## src/rtl/decode_stage.sv

```systemverilog
// decode_stage: instruction-decode pipeline stage.
// Splits the instruction into fields and reads two operands from a 32-entry
// register file. All results are registered, so they appear one cycle later.
// A writeback port updates the register file, and register 0 always reads as zero.
// Optional feature: define DECODE_WB_BYPASS_EN to forward same-edge writeback
// data to a matching source operand. This is write-through forwarding.
module decode_stage #(
    parameter int DATA_W = 32,
    parameter int REG_N  = 32
) (
    input  logic              clk,
    input  logic              rst_n,
    input  logic [31:0]       instruction,
    input  logic              wb_en,
    input  logic [4:0]        wb_addr,
    input  logic [DATA_W-1:0] wb_data,
    output logic [5:0]        opcode,
    output logic [4:0]        dst,
    output logic [DATA_W-1:0] src1,
    output logic [DATA_W-1:0] src2,
    output logic [9:0]        offsetlo
);

    logic [4:0]        src1_idx;
    logic [4:0]        src2_idx;
    logic [DATA_W-1:0] rf_view [REG_N];
    logic [DATA_W-1:0] src1_next;
    logic [DATA_W-1:0] src2_next;

    logic [5:0]        opcode_reg;
    logic [4:0]        dst_reg;
    logic [DATA_W-1:0] src1_reg;
    logic [DATA_W-1:0] src2_reg;
    logic [9:0]        offsetlo_reg;

    assign src1_idx = instruction[19:15];
    assign src2_idx = instruction[14:10];

    // Register file. Entry 0 is a constant zero, so writes to index 0 are
    // discarded without needing an explicit check. Each of the other entries
    // is its own cleared-on-reset register. This lets the reset clear all
    // entries at once, which a RAM macro could not do.
    genvar gi;
    generate
        for (gi = 0; gi < REG_N; gi++) begin : g_rf
            if (gi == 0) begin : g_zero
                assign rf_view[gi] = '0;
            end else begin : g_entry
                logic [DATA_W-1:0] entry_reg;

                // Capture writeback data when this entry is addressed
                always_ff @(posedge clk or negedge rst_n) begin
                    if (!rst_n)
                        entry_reg <= '0;
                    else if (wb_en && (wb_addr == 5'(gi)))
                        entry_reg <= wb_data;
                end

                assign rf_view[gi] = entry_reg;
            end
        end
    endgenerate

`ifdef DECODE_WB_BYPASS_EN
    // A write landing on the same edge as a read of that index is forwarded.
    // Each source is checked on its own. Index 0 is never forwarded.
    assign src1_next = (wb_en && (wb_addr != 5'd0) && (wb_addr == src1_idx))
                       ? wb_data : rf_view[src1_idx];
    assign src2_next = (wb_en && (wb_addr != 5'd0) && (wb_addr == src2_idx))
                       ? wb_data : rf_view[src2_idx];
`else
    // Without forwarding, a same-edge read sees the old contents. The new
    // value becomes visible from the next edge.
    assign src1_next = rf_view[src1_idx];
    assign src2_next = rf_view[src2_idx];
`endif

    // Pipeline output registers. Bit 31 of the instruction is reserved and is dropped.
    always_ff @(posedge clk or negedge rst_n) begin
        if (!rst_n) begin
            opcode_reg   <= '0;
            dst_reg      <= '0;
            src1_reg     <= '0;
            src2_reg     <= '0;
            offsetlo_reg <= '0;
        end else begin
            opcode_reg   <= instruction[30:25];
            dst_reg      <= instruction[24:20];
            src1_reg     <= src1_next;
            src2_reg     <= src2_next;
            offsetlo_reg <= instruction[9:0];
        end
    end

    assign opcode   = opcode_reg;
    assign dst      = dst_reg;
    assign src1     = src1_reg;
    assign src2     = src2_reg;
    assign offsetlo = offsetlo_reg;

endmodule

```

## config.mk

```make
export PLATFORM = sky130hd
export DESIGN_NAME = decode_stage
export DESIGN_NICKNAME = d
export VERILOG_FILES = /design/src/rtl/decode_stage.sv
export SDC_FILE = /design/constraint.sdc
export NUM_CORES = 2
export LEC_CHECK = 0
export ABC_AREA = 1
export CORE_MARGIN = 2
export CORE_UTILIZATION = 50
export DETAILED_ROUTE_END_ITERATION = 10
export HOLD_SLACK_MARGIN = 0.12
export PLACE_DENSITY = 0.67
export SYNTH_ARGS = -nofsm -noshare
export SYNTH_HDL_FRONTEND = slang
export SYNTH_SLANG_ARGS = --single-unit
```

## constraint.sdc

```tcl
create_clock -name clk -period 1.3 [get_ports clk]
set_input_delay 0.195 -clock clk [delete_from_list [all_inputs] [get_ports clk]]
set_output_delay 0.195 -clock clk [all_outputs]
set_load 0.05 [all_outputs]
```

==> summary.md <==
| Metric | Value |
|---|---|
| Clock share of power | 35.7% |
| Routed wire length | 221000 microns |
| Final Setup Violations | 85 |
| Flop pwr share | 42.1% |
| Tcrit/Tclk final | 120% |
| Final ANT Viol Nets | 0 |
| Cts bufs inserted | 118 |
| First-pass GRT wire length | 339000 microns |
| Final setup TNS | -15280 ps |
| Vias | 59749 |
| Crit path largest cell delay | 460 ps |
| Failing checks | negative setup slack |
| Largest net degree at the start of global routing | 75 |
| Status | finished with violations |
| Internal Power | 70.7 mW |
| Final Hold Fails | 0 |
| Startpoint types | register |
| Initial antenna violation count | 4 |
| Clk Latency, worst-skew pair | 740 ps |
| Net Switching | 32.6 mW |
| Combinational share of power | 22.3% |
| Avg Cell Area, Syn | 6.99 sq um |
| WP data required | 1110 ps |
| Critical path capture point type | output port |
| Fin Clk Skew | 22.8 ps |
| Max cap viols | 0 |
| Total GRT Usage | 37.1% |
| Max Slew Vio Count | 0 |
| F_max | 0.643 GHz |
| Distinct cells, synth | 20 |
| Area of the multi-input gates | 25900 sq um |
| Pwr Total | 103 mW |
| DR DRC count | 0 |
| Die footprint | 119000 sq um |
| CTS sink count | 1077 |
| Clk buf depth | 3 |
| H-tree depth | 3 |
| Cells after DPL | 9858 |
| Area grow syn2layout | 23.4% |
| Syn Inst Count | 8314 |
| RSZ-0062 raised after global routing | yes |
| Die X-Extent | 345 microns |
| Leak | 35.3 nW |
| Worst Hold Class | in2reg |
| Routed len/inst | 21.9 microns |
| WP buf/inv | 1 |
| Drt pass-1 iters | 9 |
| Core area | 116000 sq um |
| WS Path Type | reg2out |
| I/O Pins | 157 |
| Vias/cell | 5.91 |
| Worst slack, placed | -681 ps |
| Post-detail-place hpwl | 144000 microns |
| CP max FO | 1 |
| Starting density of the core | 50.2% |
| Final nets | 8554 |
| Yosys reg bits | 1077 |
| Layout fillers | 10177 |
| CTS root buf | clkbuf_16 |
| Gp weighted congestion | 0.932 |
| Sequential share of the synthesized area | 46.4% |
| Max reg flops | 992 |
| Worst Path Arrival | 1360 ps |
| Delay-heaviest family, CP | flip-flops |
| Final worst slack | -255 ps |
| Post-Layout Cell Count | 10104 |
| CP max stage cell | dfrtp_2 |
| Crit-path cells | buf_12 |
| Final min period | 1550 ps |
| Vias in the first global route | 56557 |
| Register area | 27000 sq um |
| Area leader, netlist | dfrtp_1 |
| Top post-synthesis cells by area | dfrtp_1 46%, nand2_1 19%, nand3_1 13% |
| Cell Area, Synth | 58100 sq um |
| Row cnt | 125 |
| Max IR drop VDD | 0.00120 V |
| Share of post-route cells with drive strength above 1 | 11.3% |
| Sw frac | 31.6% |
| Synth top area share | 46.4% |
| Tightest hold margin | 180 ps |
| Chip height | 345 microns |
| PortBufs | 155 |
| Slew @ Worst Pin | 645 ps |
| Ys Warns | 0 |
| Rel. slew slack | 56.9% |
| Power Density | 1440 nW/um^2 |
| Initial DRC count | 8014 |
| Grt ovf | 0 |
| Syn Nets | 8386 |
| CTS tree | yes |
| Worst-path clk slew | 60 ps |
## metrics by stage
| stage | utilization (%) | instance area (sq um) |
|---|---|---|
| after detailed placement | 57.8 | 66900 |
| after global routing | 61.9 | 71700 |
| after CTS | 61.7 | 71400 |
| final | 61.9 | 71700 |
| after global placement | 57.8 | 66900 |
| after floorplan | - | 58100 |
## cell usage in the layout (no fill, tap or decap), types with 44 or more instances in the layout
master	synthesis	final
o21ai_1	44	44
inv_1	747	741
buf_4	25	304
nor2_1	55	54
buf_12	0	330
nand3_1	1541	1524
clkdlybuf4s50_1	0	59
clkbuf_16	0	122
a21oi_1	256	256
o21ai_0	948	948
nand2_1	2925	2859
dfrtp_1	1077	1075
nand2_2	18	50
## cell type report
type	instances	area share [%]
Sequential cell	1077	37.6
Multi-Input combinational cell	5802	36.1
Clock buffer	170	4.87
Clock inverter	46	1.05
Timing Repair Buffer	729	13.7
Antenna cell	2	0.00698
Tap cell	1524	2.66
Inverter	754	4.00
## repair_timing
action / 4_1_cts / 5_1_grt
setup buffers: 0 / 1
resized for setup: 8 / 79
endpoints found under the setup margin: 91 / 165
pin swaps: 0 / 3
endpoints found under the hold margin: 1120 / 6
hold buffers: 27 / 1
## power groups by stage
| stage | Clock [mW] | Combinational [mW] | Sequential, mW |
|---|---|---|---|
| 2_1_floorplan | 0 | 13.4 | 43.7 |
| 3_3_place_gp | 0 | 21.6 | 43.7 |
| 3_5_place_dp | 0 | 22.3 | 43.8 |
| 4_1_cts | 37.1 | 22.5 | 43.4 |
| 5_1_grt | 38.6 | 25.8 | 44.2 |
| 6_report | 36.9 | 23.0 | 43.5 |
## metal layers
metal  wire length, microns  global-route usage [%]  share of wire, %
met1                  86800                    50.7                39
met2                  95600                    55.9                43
met3                  27500                    9.16                12
met4                  11300                    16.9               5.1
met5                     12                       0            0.0054
## Yosys cell counts (all sizes together)
cell / count
nor2: 68
a21oi: 256
or2: 2
nand3: 1541
nand2: 2943
buf: 290
clkbuf: 391
o21ai: 992
inv: 753
dfrtp: 1077
clkinv: 1
## logic make-up (layout without fill, tap and decap cells)
family,after synthesis,in the layout,share of synthesized area [%]
and+or+nand+nor,4554,4554,32.9
DFF,1077,1077,46.4
buffers and inverters,1435,1699,9.94
AOI/OAI and AO/OA,1248,1248,10.8
other,0,2,0
## final timing paths
check,start,end,slack [ps],depth (start not counted)
min in group asynchronous,rst_n,g_rf[26].g_entry.entry_reg[1],210,3
setup reg to reg,g_rf[15].g_entry.entry_reg[20],src1[20],10,8
max in group asynchronous,rst_n,g_rf[18].g_entry.entry_reg[31],40,3
hold reg to reg,g_rf[2].g_entry.entry_reg[12],g_rf[2].g_entry.entry_reg[12],480,2
setup / recovery,src1[17],src1[17],-250,1
hold / removal,instruction[12],src2[21],180,6
(Power assumes the default switching activity.)
